===== config.mk =====
export PLATFORM = sky130hd
export DESIGN_NAME = pipe_rxdet_seq
export DESIGN_NICKNAME = d
export VERILOG_FILES = /design/src/rtl/pipe_pkg.sv /design/src/rtl/pipe_timer.sv /design/src/rtl/pipe_rxdet_seq.sv
export SDC_FILE = /design/constraint.sdc
export NUM_CORES = 1
export LEC_CHECK = 0
export ABC_AREA = 1
export BUFFER_PORTS_ARGS = -buffer_cell sky130_fd_sc_hd__buf_2
export CAP_MARGIN = 20
export CORE_MARGIN = 4
export CORE_UTILIZATION = 30
export DETAILED_ROUTE_END_ITERATION = 16
export GPL_ROUTABILITY_DRIVEN = 0
export MAX_ROUTING_LAYER = met4
export PLACE_DENSITY = 0.6
export REMOVE_ABC_BUFFERS = 1
export SLEW_MARGIN = 20
export SYNTH_ARGS = -nofsm -noshare
export SYNTH_HDL_FRONTEND = slang
export SYNTH_SLANG_ARGS = --single-unit

===== constraint.sdc =====
create_clock -name PCLK -period 2.3 [get_ports PCLK]
set_clock_uncertainty 0.15 [all_clocks]
set_input_delay 0.46 -clock PCLK [delete_from_list [all_inputs] [get_ports PCLK]]
set_output_delay 0.46 -clock PCLK [all_outputs]
set_load 0.02 [all_outputs]

===== src/rtl/pipe_pkg.sv =====
//------------------------------------------------------------------------------
// Module : pipe_pkg
// Brief  : PIPE power-state and RxStatus codes, plus the receiver-detect state
//          encoding shared with the LTSSM debug mux.
// Rev    : 1.0  initial release
//------------------------------------------------------------------------------
`timescale 1ns/1ps
`default_nettype none

package pipe_pkg;

  localparam logic [1:0] PD_P0  = 2'b00;
  localparam logic [1:0] PD_P0S = 2'b01;
  localparam logic [1:0] PD_P1  = 2'b10;
  localparam logic [1:0] PD_P2  = 2'b11;

  localparam logic [2:0] RXSTAT_RXDET = 3'b011;

  typedef enum logic [2:0] {
    ST_RST_WAIT = 3'd0,
    ST_IDLE     = 3'd1,
    ST_QUIET    = 3'd2,
    ST_DETECT   = 3'd3,
    ST_DET_END  = 3'd4,
    ST_P0_REQ   = 3'd5,
    ST_LINK_UP  = 3'd6
  } rxdet_state_t;

endpackage

`default_nettype wire


===== src/rtl/pipe_timer.sv =====
//------------------------------------------------------------------------------
// Module : pipe_timer
// Brief  : Loadable down-counter; done is high on the Nth cycle after a load of N,
//          counting the load cycle as the first.
// Rev    : 1.0  initial release
//------------------------------------------------------------------------------
`timescale 1ns/1ps
`default_nettype none

module pipe_timer #(
  parameter int CNT_W = 21
) (
  input  logic             clk,
  input  logic             rst_n,
  input  logic             load,
  input  logic [CNT_W-1:0] len,
  output logic             done
);

  localparam logic [CNT_W-1:0] c_one = {{(CNT_W-1){1'b0}}, 1'b1};

  logic [CNT_W-1:0] r_cnt;
  logic [CNT_W-1:0] w_cur;

  // The load cycle already counts as N-1, so a registered load costs no latency.
  always_comb begin
    w_cur = load ? (len - c_one) : r_cnt;
    done  = (w_cur == '0);
  end

  always_ff @(posedge clk or negedge rst_n) begin
    if (!rst_n) begin
      r_cnt <= '0;
    end else if (w_cur != '0) begin
      r_cnt <= w_cur - c_one;
    end else begin
      r_cnt <= '0;
    end
  end

endmodule

`default_nettype wire


===== src/rtl/pipe_rxdet_seq.sv =====
//------------------------------------------------------------------------------
// Module : pipe_rxdet_seq
// Brief  : Receiver-detect and power-state sequencer for the x1 ECP3 PIPE PHY:
//          Detect.Quiet -> Detect.Active -> P0 entry handshake.
// Rev    : 1.0  initial release
//------------------------------------------------------------------------------
`timescale 1ns/1ps
`default_nettype none

module pipe_rxdet_seq
  import pipe_pkg::*;
#(
  parameter int QUIET_CYCLES   = 1500000,
  parameter int TIMEOUT_CYCLES = 1024,
  parameter int CNT_W          = 21
) (
  input  logic       PCLK,
  input  logic       RESET_n,
  input  logic       link_en,
  input  logic       ffs_plol,
  input  logic       PhyStatus,
  input  logic [2:0] RxStatus_0,
  output logic [1:0] PowerDown,
  output logic       TxDetectRx_Loopback,
  output logic       TxElecIdle_0,
  output logic       rx_present,
  output logic       det_done,
  output logic       det_timeout,
  output logic [7:0] det_attempts,
  output logic [2:0] state_o
);

  localparam logic [CNT_W-1:0] c_quiet_len   = CNT_W'(QUIET_CYCLES);
  localparam logic [CNT_W-1:0] c_timeout_len = CNT_W'(TIMEOUT_CYCLES);

  rxdet_state_t     r_state;
  logic [1:0]       r_power_down;
  logic             r_tx_det;
  logic             r_tx_elec_idle;
  logic             r_rx_present;
  logic             r_det_done;
  logic             r_det_timeout;
  logic [7:0]       r_det_attempts;
  logic             r_found;
  logic             r_tmr_load;
  logic [CNT_W-1:0] r_tmr_len;
  logic             w_tmr_done;

  pipe_timer #(
    .CNT_W (CNT_W)
  ) u_timer (
    .clk   (PCLK),
    .rst_n (RESET_n),
    .load  (r_tmr_load),
    .len   (r_tmr_len),
    .done  (w_tmr_done)
  );

  always_ff @(posedge PCLK or negedge RESET_n) begin
    if (!RESET_n) begin
      r_state        <= ST_RST_WAIT;
      r_power_down   <= PD_P1;
      r_tx_det       <= 1'b0;
      r_tx_elec_idle <= 1'b1;
      r_rx_present   <= 1'b0;
      r_det_done     <= 1'b0;
      r_det_timeout  <= 1'b0;
      r_det_attempts <= 8'd0;
      r_found        <= 1'b0;
      r_tmr_load     <= 1'b0;
      r_tmr_len      <= c_quiet_len;
    end else begin
      r_det_done <= 1'b0;
      r_tmr_load <= 1'b0;
      // PLL loss of lock restarts the bring-up but keeps the diagnostics.
      if (ffs_plol && (r_state != ST_RST_WAIT)) begin
        r_state        <= ST_RST_WAIT;
        r_power_down   <= PD_P1;
        r_tx_det       <= 1'b0;
        r_tx_elec_idle <= 1'b1;
        r_rx_present   <= 1'b0;
        r_found        <= 1'b0;
      end else begin
        case (r_state)
          ST_RST_WAIT: begin
            if (!PhyStatus && !ffs_plol) r_state <= ST_IDLE;
          end
          ST_IDLE: begin
            if (link_en) begin
              r_state    <= ST_QUIET;
              r_tmr_load <= 1'b1;
              r_tmr_len  <= c_quiet_len;
            end
          end
          ST_QUIET: begin
            if (!link_en) begin
              r_state <= ST_IDLE;
            end else if (w_tmr_done) begin
              r_state    <= ST_DETECT;
              r_tx_det   <= 1'b1;
              r_tmr_load <= 1'b1;
              r_tmr_len  <= c_timeout_len;
            end
          end
          ST_DETECT: begin
            if (PhyStatus) begin
              r_found  <= (RxStatus_0 == RXSTAT_RXDET);
              r_tx_det <= 1'b0;
              r_state  <= ST_DET_END;
            end else if (w_tmr_done) begin
              r_found       <= 1'b0;
              r_tx_det      <= 1'b0;
              r_det_timeout <= 1'b1;
              r_state       <= ST_DET_END;
            end
          end
          ST_DET_END: begin
            if (!r_found && (r_det_attempts != 8'hFF)) begin
              r_det_attempts <= r_det_attempts + 8'd1;
            end
            // A link_en drop seen during DETECT takes effect here.
            if (!link_en) begin
              r_state <= ST_IDLE;
            end else if (r_found) begin
              r_state      <= ST_P0_REQ;
              r_power_down <= PD_P0;
              r_tmr_load   <= 1'b1;
              r_tmr_len    <= c_timeout_len;
            end else begin
              r_state    <= ST_QUIET;
              r_tmr_load <= 1'b1;
              r_tmr_len  <= c_quiet_len;
            end
          end
          ST_P0_REQ: begin
            if (PhyStatus) begin
              r_state      <= ST_LINK_UP;
              r_rx_present <= 1'b1;
              r_det_done   <= 1'b1;
            end else if (w_tmr_done) begin
              r_det_timeout <= 1'b1;
              r_power_down  <= PD_P1;
              if (link_en) begin
                r_state    <= ST_QUIET;
                r_tmr_load <= 1'b1;
                r_tmr_len  <= c_quiet_len;
              end else begin
                r_state <= ST_IDLE;
              end
            end
          end
          ST_LINK_UP: begin
            if (!link_en) begin
              r_state      <= ST_IDLE;
              r_power_down <= PD_P1;
              r_rx_present <= 1'b0;
            end
          end
          default: begin
            r_state <= ST_RST_WAIT;
          end
        endcase
      end
    end
  end

  assign PowerDown           = r_power_down;
  assign TxDetectRx_Loopback = r_tx_det;
  assign TxElecIdle_0        = r_tx_elec_idle;
  assign rx_present          = r_rx_present;
  assign det_done            = r_det_done;
  assign det_timeout         = r_det_timeout;
  assign det_attempts        = r_det_attempts;
  assign state_o             = r_state;

endmodule

`default_nettype wire


Word-level counts from Yosys, hierarchy flattened --
Index checks and enable logic that the tools add are counted. Widths: inputs -> output; s select.
Storage, ports and cells: flip-flop bits (word level) 61, output and inout bits 18, logic and storage cells 122, input bits 8
Operators by class: equal/unequal tests 26, mux-type cells 54, reductions and logical operators 26, add/sub/neg operators 3, bitwise operators 2
Operators with widths (count):
- $mux 21 | 9
- $pmux 21 s4 | 1
- $sub 21x1->21 const B | 2
- $mux 3 | 12
- $ne 3x3->1 const B | 8
- $logic_not 21->1 | 1
- $pmux 3 s7 | 1
- $reduce_bool 21->1 | 1
- $mux 1 | 20
- $mux 2 | 7
- $ne 4x3->1 const B | 3
- $reduce_and 6->1 | 2
- $reduce_bool 3->1 | 4
- $eq 3x2->1 const B | 3
- $eq 3x3->1 const B | 3
- $add 8x1->8 const B | 1
- $ne 8x8->1 const B | 1
- $reduce_and 4->1 | 2
- $reduce_bool 4->1 | 2
- $reduce_and 7->1 | 1
- $ne 2x2->1 const B | 3
- $ne 3x2->1 const B | 2
- $pmux 2 s3 | 1
- $reduce_and 3->1 | 2
- 11 further kinds | 19

Longest topological paths before layout --
Gate-level depths: netlist (run 1).
depth after elaboration 7, mapped depth 14, depth with buffers taken out 14

Hierarchy --
Synthesis (run 1) repeated with hierarchy kept, for this count alone.
Second synthesis, totals: cell total of the unflattened synthesis 533, area, all modules 3474.6 um2
By module, submodules not included:
- pipe_timer | times used 1, cells each 347, area each 2123.3 um2, sequential area each 525.5 um2
- pipe_rxdet_seq | times used 1, cells each 186, area each 1351.3 um2, sequential area each 503.0 um2

Worst setup path before layout (run 1) --
OpenSTA, ideal clock, no wires.
path kind register to register, from register r_tmr_load, to register u_timer.r_cnt[12], cell stages (with the launch flop) 13, setup time 119 ps, required time 2031 ps, slack 123 ps, data arrival time 1908 ps, path buffers 3, period minus slack after synthesis 2177 ps, cell sequence dfrtp_1 buf_6 buf_6 nor2_2 ha_1 nand2_2 nor2_2 nand2_1 nor2_4 nand3_2 inv_1 buf_6 nor2_1
On the way: longest elaborated chain between the ends 3, elaborated cells on any way between the ends 4, those cells by class 1 x add/sub; 2 x mux; 1 x reduce/logical
Ends and longest elaborated chain:
- from (decl) | line pipe_rxdet_seq.sv:45 | logic r_tmr_load;
- from (signal assigned) | line pipe_rxdet_seq.sv:70 | r_tmr_load <= 1'b0;
- from (signal assigned) | line pipe_rxdet_seq.sv:74 | r_tmr_load <= 1'b0;
- from (signal assigned) | line pipe_rxdet_seq.sv:91 | r_tmr_load <= 1'b1;
- $mux 21 (*) | line pipe_timer.sv:27 | w_cur = load ? (len - c_one) : r_cnt;
- $sub 21x1->21 or $reduce_bool 21->1 (tied branches) | line pipe_timer.sv:35, pipe_timer.sv:34
- $mux 21 (*) | line pipe_timer.sv:34 | end else if (w_cur != '0) begin
- to (signal assigned) | line pipe_timer.sv:35 | r_cnt <= w_cur - c_one;
- to (decl) | line pipe_timer.sv:22 | logic [CNT_W-1:0] r_cnt;
Mark *: on every way between the ends. The rest lies on a longest branch, timed or not. A chain may end at the register's enable or synchronous reset.

Worst setup path after layout (run 1) --
from register r_tmr_load, to register r_state[0], in the netlist state_o[0]
On the way: longest elaborated chain between the ends 4, elaborated cells on any way between the ends 6, those cells by class 3 x eq/ne; 1 x mux; 2 x reduce/logical
Ends and longest elaborated chain:
- $mux 21 (*) | line pipe_timer.sv:27
- $logic_not 21->1 (*) | line pipe_timer.sv:28 | done = (w_cur == '0);
- $ne 4x3->1 (no line)
- $reduce_and 6->1 (no line) (*)
- to (signal assigned) | line pipe_rxdet_seq.sv:61 | r_state <= ST_RST_WAIT;
- to (signal assigned) | line pipe_rxdet_seq.sv:77 | r_state <= ST_RST_WAIT;
- to (signal assigned) | line pipe_rxdet_seq.sv:86 | if (!PhyStatus && !ffs_plol) r_state <= ST_IDLE;
- to (decl) | line pipe_rxdet_seq.sv:36 | rxdet_state_t r_state;
Marks and branches as above.

==> results of run 1 <==
-- cell type report --
type                            count  area share
Tap cell                          102      0.0420
Clock inverter                      3     0.00699
Inverter                           30      0.0383
Timing Repair Buffer               39      0.0889
Clock buffer                        5      0.0226
Sequential cell                    41       0.339
Multi-Input combinational cell    238       0.460
Timing Repair inverter              1     0.00247
-- cells in the mapped netlist (2+ instances only) --
cell and n:
nand2_1 67, nor2_1 50, dfrtp_1 39, inv_1 27, nand3_1 19, a21oi_1 12, o21ai_0 11, nor3_1 9
xnor2_1 9, nor2_2 7, xor2_1 7, ha_1 5, nand2_2 5, nand3_2 5, nor2_4 5, nand4_1 4
buf_6 3, inv_2 3, and3_1 2, buf_4 2, conb_1 2, dfstp_2 2, nand3b_1 2, o21ai_1 2
-- flip-flops by register name, summed over array words and instances (netlist names) --
name / count
r_tmr_load: 1
rx_present: 1
r_tmr_len: 2
det_done: 1
PowerDown: 1
r_found: 1
det_attempts: 8
state_o: 3
TxDetectRx_Loopback: 1
det_timeout: 1
u_timer.r_cnt: 21
-- power groups by stage --
stage               clock, W  sequential (W)  combinational (W)
floorplan                  0         0.00123            0.00110
global placement           0         0.00116            0.00158
detailed placement         0         0.00117            0.00159
CTS                 0.000503         0.00116            0.00160
global route        0.000540         0.00123            0.00209
finish              0.000490         0.00119            0.00185
-- worst min-delay path, stage by stage --
cell     delay, ns
buf_2         0.07
nor3_1        0.05
nand3_1       0.06
nand2_1       0.05
-- worst max path at each step --
stage / slack, ns / start / end
finish: 0.1 / r_tmr_load$_DFF_PN0_ / state_o[0]$_DFFE_PN0P_
detailed placement: 0.05 / r_tmr_len[18]$_DFFE_PN1P_ / state_o[1]$_DFFE_PN0P_
CTS: 0.02 / r_tmr_len[18]$_DFFE_PN1P_ / state_o[1]$_DFFE_PN0P_
global placement: 0.11 / r_tmr_len[18]$_DFFE_PN1P_ / state_o[0]$_DFFE_PN0P_
floorplan: -0.007 / r_tmr_load$_DFF_PN0_ / state_o[0]$_DFFE_PN0P_
global route: -0.08 / r_tmr_load$_DFF_PN0_ / state_o[0]$_DFFE_PN0P_
-- cell families (layout without fill, tap and decap cells) --
group	Yosys count	in the layout	share of synthesized area
multiplexers	1	1	0.00455
adder cells (fa/ha/maj)	5	5	0.0253
XOR/XNOR	16	16	0.0566
other	2	2	0.00303
AND/OR/NAND/NOR	179	180	0.345
AO/OA/AOI/OAI	34	34	0.0834
buffers and inverters	36	78	0.0672
flip-flops	41	41	0.415
-- timing repair --
| action | in CTS | in global routing |
|---|---|---|
| hold buffers | 1 | 0 |
| hold endpoints to repair | 39 | 0 |
| gates resized for setup | 0 | 35 |
| buffers inserted | 0 | 5 |
| endpoints found under the setup margin | 0 | 23 |
-- per-stage QoR --
| stage | setup TNS (ns) | hold WS (ns) |
|---|---|---|
| finish | 0 | 0.284 |
| global route | -0.315 | 0.291 |
| CTS | 0 | 0.273 |
| detailed placement | 0 | 0.298 |
| global placement | 0 | 0.292 |
| floorplan | -0.0138 | 0.0144 |
-- cell usage in the layout (no fill, tap or decap), types with 12 or more instances in the layout --
cell,count
nand2_1,57
nor2_1,45
dfrtp_1,38
inv_1,25
buf_2,23
nand3_1,17
nand2_2,14
nor2_4,12
a21oi_1,12
-- metal layers --
metal / up-vias / global-route usage / share of wire
met5: - / - / 0
li1: 1086 / - / -
met3: 6 / 0.0212 / 0.033
met4: 0 / 0.0336 / 0.0052
met1: 1007 / 0.160 / 0.48
met2: 55 / 0.175 / 0.48
==> results by group, run 1 <==
Status
  • Outcome: finished, final reports clean

Critical path
  • CP max FO: 7
  • Slowest stage cell, crit path: dfrtp_2
  • Register-to-Register Path Depth: 11
  • Startpoint types: flop
  • WS Path Type: reg -> reg
  • Worst Path Required: 2.34 ns
  • R2r endpoint: state_o[0]$_DFFE_PN0P_
  • Buffers and inverters on the worst path: 1
  • Worst R2R Setup Slack: 0.1 ns
  • Crit path arrival time: 2.24 ns
  • Delay-heaviest family, CP: simple AND/OR/NAND/NOR gates
  • Crit. End Element: flop
  • CP max stage delay: 0.55 ns
  • Reg2Reg Launch Point: r_tmr_load$_DFF_PN0_
  • Worst path cell trace: clkinvlp_4 -> nand2_2 -> nand2_4 -> nor2_4 -> nand3_2 -> nor2_4 -> nand2_4 -> a21oi_4 -> nand3_2 -> nand2_1 -> nand2_1
  • Critical path depth: 11

Yosys
  • Area share of the largest cell type after synthesis: 0.394
  • Mapped Area: 2480 µm²
  • Largest cells by area after synthesis: dfrtp_1, nand2_1, nor2_1
  • Post-synthesis average cell area: 7.89 µm²
  • YS warnings: 0
  • Gate count after technology mapping: 314
  • Yosys cell types: 39
  • Ys async rst share: 1.00
  • Post-synth EDFFs: 0
  • Seq/Total Area, Yosys: 0.415
  • Ys flop type: dfrtp_1
  • Synth area leader: dfrtp_1
  • #FFs+latches synth: 41

Place
  • Post-place setup slack: 0.0459 ns
  • Detailed Place HPWL: 3.91 mm
  • DP Cell Count: 443
  • Placed inst area: 2770 µm²
  • # port buffers: 23

GRT
  • Initial antenna violation count: 0
  • Vias in the first global route: 2,020
  • Grt total ovfl: 0
  • First-pass GRT wire length: 9.35 mm
  • GR Util All Layers: 0.116
  • Largest net degree at the start of global routing: 42

Power
  • Sequential cell fraction of total power: 0.337
  • Maximum vdd drop: 472 µV
  • Power Total: 0.00353 W
  • Clk pwr share: 0.139
  • Pleak: 1.47 nW
  • Power Density: 1160 nW/µm²
  • Internal power: 0.00194 W
  • Net Sw Power: 0.00159 W
  • Sw Share: 0.450
  • Comb power frac: 0.524

Drt
  • First-pass iteration count of the detailed router: 4
  • Final wirelength: 5.55 mm
  • Routed len/inst: 12.1 µm
  • DR iter-0 viols: 112
  • Drt via density: 4.69
  • Post-route ant nets: 0
  • DR vias: 2,154
  • DRC viols: 0

Job
  • Max_cap viols: 0

Finish
  • Fillers: 810
  • Post-layout util: 0.386
  • Antenna diodes: 0
  • Area growth from synthesis to layout: 22.8%
  • Area of the multi-input gates: 1400 µm²
  • Register area: 1030 µm²
  • Ratio of cells with drive above 1 in the final layout: 0.291
  • Design area: 3040 µm²
  • Non-Filler Instances: 459
  • Nets: 369

Clocking
  • Htree depth: 2
  • Clock tree from TritonCTS: yes
  • Clk slew on worst S/H paths: 0.09 ns
  • Clock Tree Buf Depth: 2
  • Clock Root Buffer: clkbuf_8
  • Clock latency at the later pin of the worst-skew pair: 0.30 ns
  • CTS Buf Count: 5
  • Clock sinks: 41

Timing
  • Slew at the pin closest to its max-slew limit: 0.531 ns
  • Min Tclk post-route: 2.20 ns
  • Fin crit share: 0.957
  • Max-slew headroom: 0.644
  • Hold Fails Final Rpt: 0
  • Fmax: 455 MHz
  • Max Slew Vio Count: 0
  • Unrepaired setup endpoints after global routing: yes
  • Setup violations, final: 0
  • Final Worst Setup Slack: 0.0999 ns

Min path
  • Worst Hold Launch: RxStatus_0[2]
  • Hold path cells: 4
  • Worst min path class: in -> reg
  • WHS Endpoint: r_found$_DFFE_PN0P_

Floorplanning
  • Area of the core: 7890 µm²
  • Ports: 26
  • Die ar.: 9770 µm²
  • Die Width: 98.9 µm
  • Chip Height: 98.9 µm
  • Starting Density: 0.314
  • FP Rows: 32
(Power assumes the default switching activity.)
==> inputs of run 2 (changes only) <==
Settings changed: ABC_AREA 1 to default, CELL_PAD_IN_SITES_DETAIL_PLACEMENT from default to 0, CELL_PAD_IN_SITES_GLOBAL_PLACEMENT from default to 2, PLACE_DENSITY 0.6 to 0.82.
==> run 2 against run 1 <==
Effect of this change:
- combinational power decreased by 24%
- critical path depth fell by 4
- clock-buffer cell count increased by 2
- sequential share of layout area decreased by 2.1 points
- power decreased by 8.3%
- first-iteration DRC count decreased by 31%
- synthesized cell count is 11% lower
- via count up 4.0%
- routed wire length rose by 15%
==> results by group, run 2 <==
Status
  • Outcome: finished, final reports clean

Critical path
  • Startpoint types: flop
  • Buffers and inverters on the worst path: 1 (unchanged)
  • Delay-heaviest family, CP: simple AND/OR/NAND/NOR gates
  • Worst Path Required: 2.33 ns (about the same)
  • Worst path cell trace: inv_4 -> ha_4 -> and3b_1 -> a21oi_2 -> nor4_4 -> a21o_1 -> mux2_2
  • Slowest stage cell, crit path: dfstp_2
  • CP max FO: 4 (-3)
  • WS Path Type: reg -> reg
  • CP max stage delay: 0.56 ns (about the same)
  • Crit path arrival time: 2.24 ns (about the same)
  • Crit. End Element: flop

GRT
  • Grt total ovfl: 0 (unchanged)
  • First-pass GRT wire length: 11.2 mm (+19%)
  • GR Util All Layers: 0.138 (+0.0218)
  • Vias in the first global route: 2,397 (+19%)
  • Initial antenna violation count: 0 (unchanged)
  • Largest net degree at the start of global routing: 42 (unchanged)

Clocking
  • CTS Buf Count: 5 (unchanged)
  • Clock Tree Buf Depth: 2 (unchanged)
  • Clk slew on worst S/H paths: 0.09 ns (about the same)
  • Clock latency at the later pin of the worst-skew pair: 0.30 ns (about the same)
  • Clock tree from TritonCTS: yes
  • Htree depth: 2 (unchanged)
  • Clock sinks: 41 (unchanged)
  • Clock Root Buffer: clkbuf_8

Floorplanning
  • Area of the core: 8220 µm² (+4.2%)
  • Chip Height: 100 µm (+1.2%)
  • FP Rows: 33 (+3.1%)
  • Die ar.: 10000 µm² (+2.3%)
  • Die Width: 100 µm (+1.2%)
  • Starting Density: 0.309 (-0.00496)
  • Ports: 26 (unchanged)

Place
  • DP Cell Count: 424 (-4.3%)
  • # port buffers: 23 (unchanged)
  • Placed inst area: 2960 µm² (+7.0%)
  • Post-place setup slack: -0.0981 ns (-0.144 ns)
  • Detailed Place HPWL: 4.44 mm (+14%)

Drt
  • Post-route ant nets: 0 (unchanged)
  • Routed len/inst: 14.6 µm (+21%)
  • DR vias: 2,241 (+4.0%)
  • DR iter-0 viols: 77 (-31%)
  • Final wirelength: 6.37 mm (+15%)
  • DRC viols: 0 (unchanged)
  • First-pass iteration count of the detailed router: 4 (unchanged)
  • Drt via density: 5.15 (+9.8%)

Timing
  • Fmax: 452 MHz (-0.46%)
  • Min Tclk post-route: 2.21 ns (+0.0101 ns)
  • Fin crit share: 0.961 (+0.00438)
  • Max-slew headroom: 0.640 (-0.00314)
  • Max Slew Vio Count: 0 (unchanged)
  • Setup violations, final: 0 (unchanged)
  • Final Worst Setup Slack: 0.0899 ns (-0.0101 ns)
  • Slew at the pin closest to its max-slew limit: 0.539 ns (+0.00880 ns)
  • Hold Fails Final Rpt: 0 (unchanged)

Power
  • Internal power: 0.00199 W (+2.4%)
  • Power Density: 998 nW/µm² (-14%)
  • Net Sw Power: 0.00125 W (-21%)
  • Sequential cell fraction of total power: 0.381 (+0.044)
  • Pleak: 1.37 nW (-6.6%)
  • Maximum vdd drop: 381 µV (-19%)
  • Power Total: 0.00324 W (-8.3%)
  • Sw Share: 0.386 (-0.0643)
  • Clk pwr share: 0.187 (+0.048)
  • Comb power frac: 0.432 (-0.092)

Finish
  • Non-Filler Instances: 435 (-5.2%)
  • Commonest non-fill, non-tap cell in the layout: dfrtp_1
  • Post-layout util: 0.395 (+0.00892)
  • Nets: 342 (-7.3%)
  • Most frequent cells in the layout: dfrtp_1, buf_4, nor2_1
  • Antenna diodes: 0 (unchanged)
  • Reg with most FFs: u_timer.r_cnt
  • Design area: 3240 µm² (+6.6%)
  • Largest register FFs: 21 (unchanged)
  • Area growth from synthesis to layout: 27.7%
  • Ratio of cells with drive above 1 in the final layout: 0.321 (+0.0299)

Yosys
  • Post-synth top cells: dfrtp_1, nor2_1, nand2_1
  • Seq/Total Area, Yosys: 0.405 (-0.0102)
  • Synth area leader: dfrtp_1
  • Ys flop type: dfrtp_1
  • Area share of the largest cell type after synthesis: 0.384 (-0.00971)
  • Post-synth EDFFs: 0 (unchanged)
  • Yosys cell types: 59 (+51%)
  • Count leader, synth: dfrtp_1
  • Mapped Area: 2540 µm² (+2.5%)
  • #FFs+latches synth: 41 (unchanged)
  • Gate count after technology mapping: 278 (-11%)
  • Ys async rst share: 1.00 (unchanged)
  • Post-synthesis average cell area: 9.13 µm² (+16%)
  • Largest cells by area after synthesis: dfrtp_1, nor2_1, xnor2_1
  • YS warnings: 0 (unchanged)

Job
  • Max_cap viols: 0 (unchanged)

Min path
  • Worst min path class: in -> async
==> run 2: routing by layer <==
metal,GRT usage,up-vias,routed length [µm]
met5,-,-,0
met4,0.0373,0,85
met3,0.0236,14,218
met2,0.225,47,3080
met1,0.179,1083,2980
li1,-,1097,-
==> run 2: cell type report <==
class                      instances  area [µm²]
inverter                           9        36.3
fill                             811        4970
clock buffer                       7        86.3
clock inverter                     1        30.0
tap                              105         131
multi-input combinational        211        1520
timing repair buffer              61         412
sequential                        41        1030
==> run 2: path summary, 6_finish.rpt <==
| path | cells after the start | end | slack (ns) | from |
|---|---|---|---|---|
| setup / recovery | 7 | r_tmr_len[10]$_DFFE_PN0P_ | 0.09 | r_tmr_len[18]$_DFFE_PN1P_ |
| hold / removal | 2 | det_attempts[1]$_DFFE_PN0P_ | 0.07 | RESET_n |
| setup reg to reg | 7 | r_tmr_len[10]$_DFFE_PN0P_ | 0.09 | r_tmr_len[18]$_DFFE_PN1P_ |
| hold reg to reg | 1 | det_timeout$_DFFE_PN0P_ | 0.32 | det_timeout$_DFFE_PN0P_ |
| max in group asynchronous | 2 | r_tmr_len[10]$_DFFE_PN0P_ | 1.52 | RESET_n |
| min in group PCLK | 1 | det_timeout$_DFFE_PN0P_ | 0.32 | det_timeout$_DFFE_PN0P_ |
==> run 2: worst reg2reg max path: cells and delay by family, from the launching register on <==
kind | cells | cell delay [ns]
fa+ha+maj | 1 | 0.17
compound gates | 2 | 0.25
buf+inv | 1 | 0.06
mux | 1 | 0.33
flops | 1 | 0.56
simple gates | 2 | 0.58
==> run 2: repair_timing <==
item	4_1_cts	5_1_grt
setup buffers	3	0
resized for setup	14	17
gates cloned	0	0
hold buffers	0	0
endpoints found under the setup margin	8	22
pin swaps	5	7
==> run 2: per-stage QoR <==
stage,hold slack (ns),TNS (ns)
after floorplan,0.0144,-17.39
after global placement,0.313,-0.163
after detailed placement,0.303,-0.474
after CTS,0.0928,0
after global routing,0.113,-0.0213
final,0.0738,0
==> run 2: logic make-up after synthesis <==
kind of cell             count (synthesis)  synth area share
buffers and inverters                   26            0.0483
XOR/XNOR                                22            0.0759
multiplexers                            10            0.0409
other                                    2           0.00296
adder cells (fa/ha/maj)                  5            0.0246
AND/OR/NAND/NOR                        114             0.244
flip-flops                              41             0.405
AO/OA/AOI/OAI                           58             0.158
==> run 2: power groups by stage <==
| stage | Sequential [W] | Clock [W] | Combinational (W) |
|---|---|---|---|
| detailed placement | 0.00121 | 0 | 0.00126 |
| global placement | 0.00120 | 0 | 0.00125 |
| global route | 0.00127 | 0.000649 | 0.00157 |
| CTS | 0.00121 | 0.000621 | 0.00134 |
| finish | 0.00123 | 0.000606 | 0.00140 |
| floorplan | 0.00128 | 0 | 0.000744 |
==> inputs of run 3 (changes only) <==
Settings changed: ABC_AREA from default to 1, PLACE_DENSITY 0.82 to 0.85.
==> run 3 against run 2 <==
Effect of this change:
- sequential cell count did not move
- clock-buffer cell count decreased by 2
- via count fell by 0.76%
- final cell count increased by 7.1%
- clock power shrank 15%
- hold slack got worse by 0.054 ns
- first-iteration DRC count fell by 17%
==> results by group, run 3 (synthesized netlist as in run 1, its figures left out) <==
Timing
  • Hold Fails Final Rpt: 0 (unchanged)
  • Final Worst Setup Slack: 0.0908 ns (+0.000897 ns)
  • Max Slew Vio Count: 0 (unchanged)
  • Unrepaired setup endpoints after global routing: yes
  • Fin crit share: 0.961 (about the same)
  • Min Tclk post-route: 2.21 ns (-0.000897 ns)
  • Fmax: 453 MHz (about the same)
  • Setup violations, final: 0 (unchanged)
  • Max-slew headroom: 0.571 (-0.0690)
  • Slew at the pin closest to its max-slew limit: 0.643 ns (+0.104 ns)

GRT
  • Vias in the first global route: 2,113 (-12%)
  • Largest net degree at the start of global routing: 30 (-29%)
  • GR Util All Layers: 0.124 (-0.0144)
  • First-pass GRT wire length: 9.74 mm (-13%)
  • Initial antenna violation count: 0 (unchanged)
  • Grt total ovfl: 0 (unchanged)

Clocking
  • CTS Buf Count: 5 (unchanged)
  • Clock latency at the later pin of the worst-skew pair: 0.30 ns (about the same)
  • Hold_buf cts: 0 (unchanged)
  • Clock Tree Buf Depth: 2 (unchanged)
  • Clock Root Buffer: clkbuf_8
  • Clock tree from TritonCTS: yes
  • Htree depth: 2 (unchanged)
  • Clk slew on worst S/H paths: 0.09 ns (about the same)
  • Clock sinks: 41 (unchanged)

Drt
  • First-pass iteration count of the detailed router: 4 (unchanged)
  • Post-route ant nets: 0 (unchanged)
  • DRC viols: 0 (unchanged)
  • Drt via density: 4.77 (-7.4%)
  • DR iter-0 viols: 64 (-17%)
  • Routed len/inst: 12.5 µm (-14%)
  • DR vias: 2,224 (-0.76%)
  • Final wirelength: 5.84 mm (-8.2%)

Floorplanning
  • Die Width: 98.9 µm (-1.1%)
  • Chip Height: 98.9 µm (-1.1%)
  • Starting Density: 0.314 (+0.00496)
  • Die ar.: 9770 µm² (-2.3%)
  • Area of the core: 7890 µm² (-4.0%)
  • FP Rows: 32 (-3.0%)
  • Ports: 26 (unchanged)

Finish
  • Most frequent cells in the layout: nand2_1, nor2_1, dfrtp_1
  • Largest register FFs: 21 (unchanged)
  • Commonest non-fill, non-tap cell in the layout: nand2_1
  • Reg with most FFs: u_timer.r_cnt
  • Area growth from synthesis to layout: 24.1%
  • Nets: 376 (+9.9%)
  • Ratio of cells with drive above 1 in the final layout: 0.297 (-0.0245)
  • Post-layout util: 0.389 (-0.00511)
  • Antenna diodes: 0 (unchanged)

Critical path
  • Startpoint types: flop
  • Top cell by count, worst path: nor2_4
  • Crit path arrival time: 2.25 ns (about the same)
  • Crit. End Element: flop
  • CP max FO: 10 (+6)
  • Worst path cell trace: buf_6 -> nor2_4 -> nand2_2 -> nor2_4 -> nand3_4 -> nor2_4 -> buf_4 -> nand2_2 -> nand2_1 -> o21ai_0 -> a21boi_1
  • Slowest stage cell, crit path: dfrtp_2
  • Worst Path Required: 2.34 ns (about the same)
  • WS Path Type: reg -> reg
  • CP max stage delay: 0.53 ns (-0.03 ns)

Power
  • Pleak: 1.51 nW (+11%)
  • Power Density: 1170 nW/µm² (+17%)
  • Maximum vdd drop: 383 µV (+0.47%)

Job
  • Max_cap viols: 0 (unchanged)

Status
  • Outcome: finished, final reports clean

Place
  • Post-place setup slack: 0.0397 ns (+0.138 ns)
  • # port buffers: 23 (unchanged)
  • Detailed Place HPWL: 4.35 mm (-2.1%)

Min path
  • Worst min path class: in -> async
==> run 3: worst paths after layout <==
path / start / end / slack (ns) / cells past startpoint
min reg2reg: PowerDown[1]$_DFFE_PN1P_ / PowerDown[1]$_DFFE_PN1P_ / 0.32 / 2
max reg2reg: r_tmr_load$_DFF_PN0_ / TxDetectRx_Loopback$_DFFE_PN0P_ / 0.09 / 11
max in group asynchronous: RESET_n / det_timeout$_DFFE_PN0P_ / 1.34 / 2
min: RESET_n / u_timer.r_cnt[13]$_DFF_PN0_ / 0.02 / 1
min in group PCLK: RxStatus_0[2] / r_found$_DFFE_PN0P_ / 0.28 / 4
max: r_tmr_load$_DFF_PN0_ / TxDetectRx_Loopback$_DFFE_PN0P_ / 0.09 / 11
==> run 3: power by group <==
part	internal [W]	leakage [nW]	total, W	switching [W]
Clock	0.000226	0.0495	0.000517	0.000291
Sequential	0.000988	0.494	0.00117	0.000177
Combinational	0.000764	0.971	0.00190	0.00114
==> run 3: worst max-delay path: cells and delay by family, from the launching register on <==
kind	cells	cell delay, ns
buf+inv	2	0.34
simple gates	7	0.82
flops	1	0.53
compound gates	2	0.27
==> run 3: area by class of cell <==
class	instances	area (µm²)
clock buffer	5	68.8
clock inverter	3	26.3
fill	800	4820
inverter	30	116
multi-input combinational	238	1390
sequential	41	1030
tap	102	128
timing repair buffer	46	308
timing repair inverter	1	7.51
==> run 3: timing repair <==
| action | 4_1_cts | 5_1_grt |
|---|---|---|
| resized for setup | 0 | 30 |
| setup endpoints to repair | 0 | 10 |
| setup buffers | 0 | 7 |
==> run 3: stage by stage <==
stage                     total power, W  instances  hold WS, ns  setup TNS (ns)  instance area [µm²]
after floorplan                  0.00234        308       0.0144         -0.0138                 2420
after global placement           0.00287        449        0.302               0                 2800
after detailed placement         0.00285        449        0.305               0                 2800
after CTS                        0.00338        457       0.0488               0                 2890
after global routing             0.00391        466       0.0702          -0.212                 3070
final                            0.00358        466       0.0201               0                 3070
==> run 3: metal layers <==
metal	global-route usage	wire length (µm)	vias to the layer above
met1	0.159	2710	1058
met4	0.0326	69	0
met3	0.0234	209	9
met5	-	0	-
li1	-	-	1101
met2	0.200	2860	56
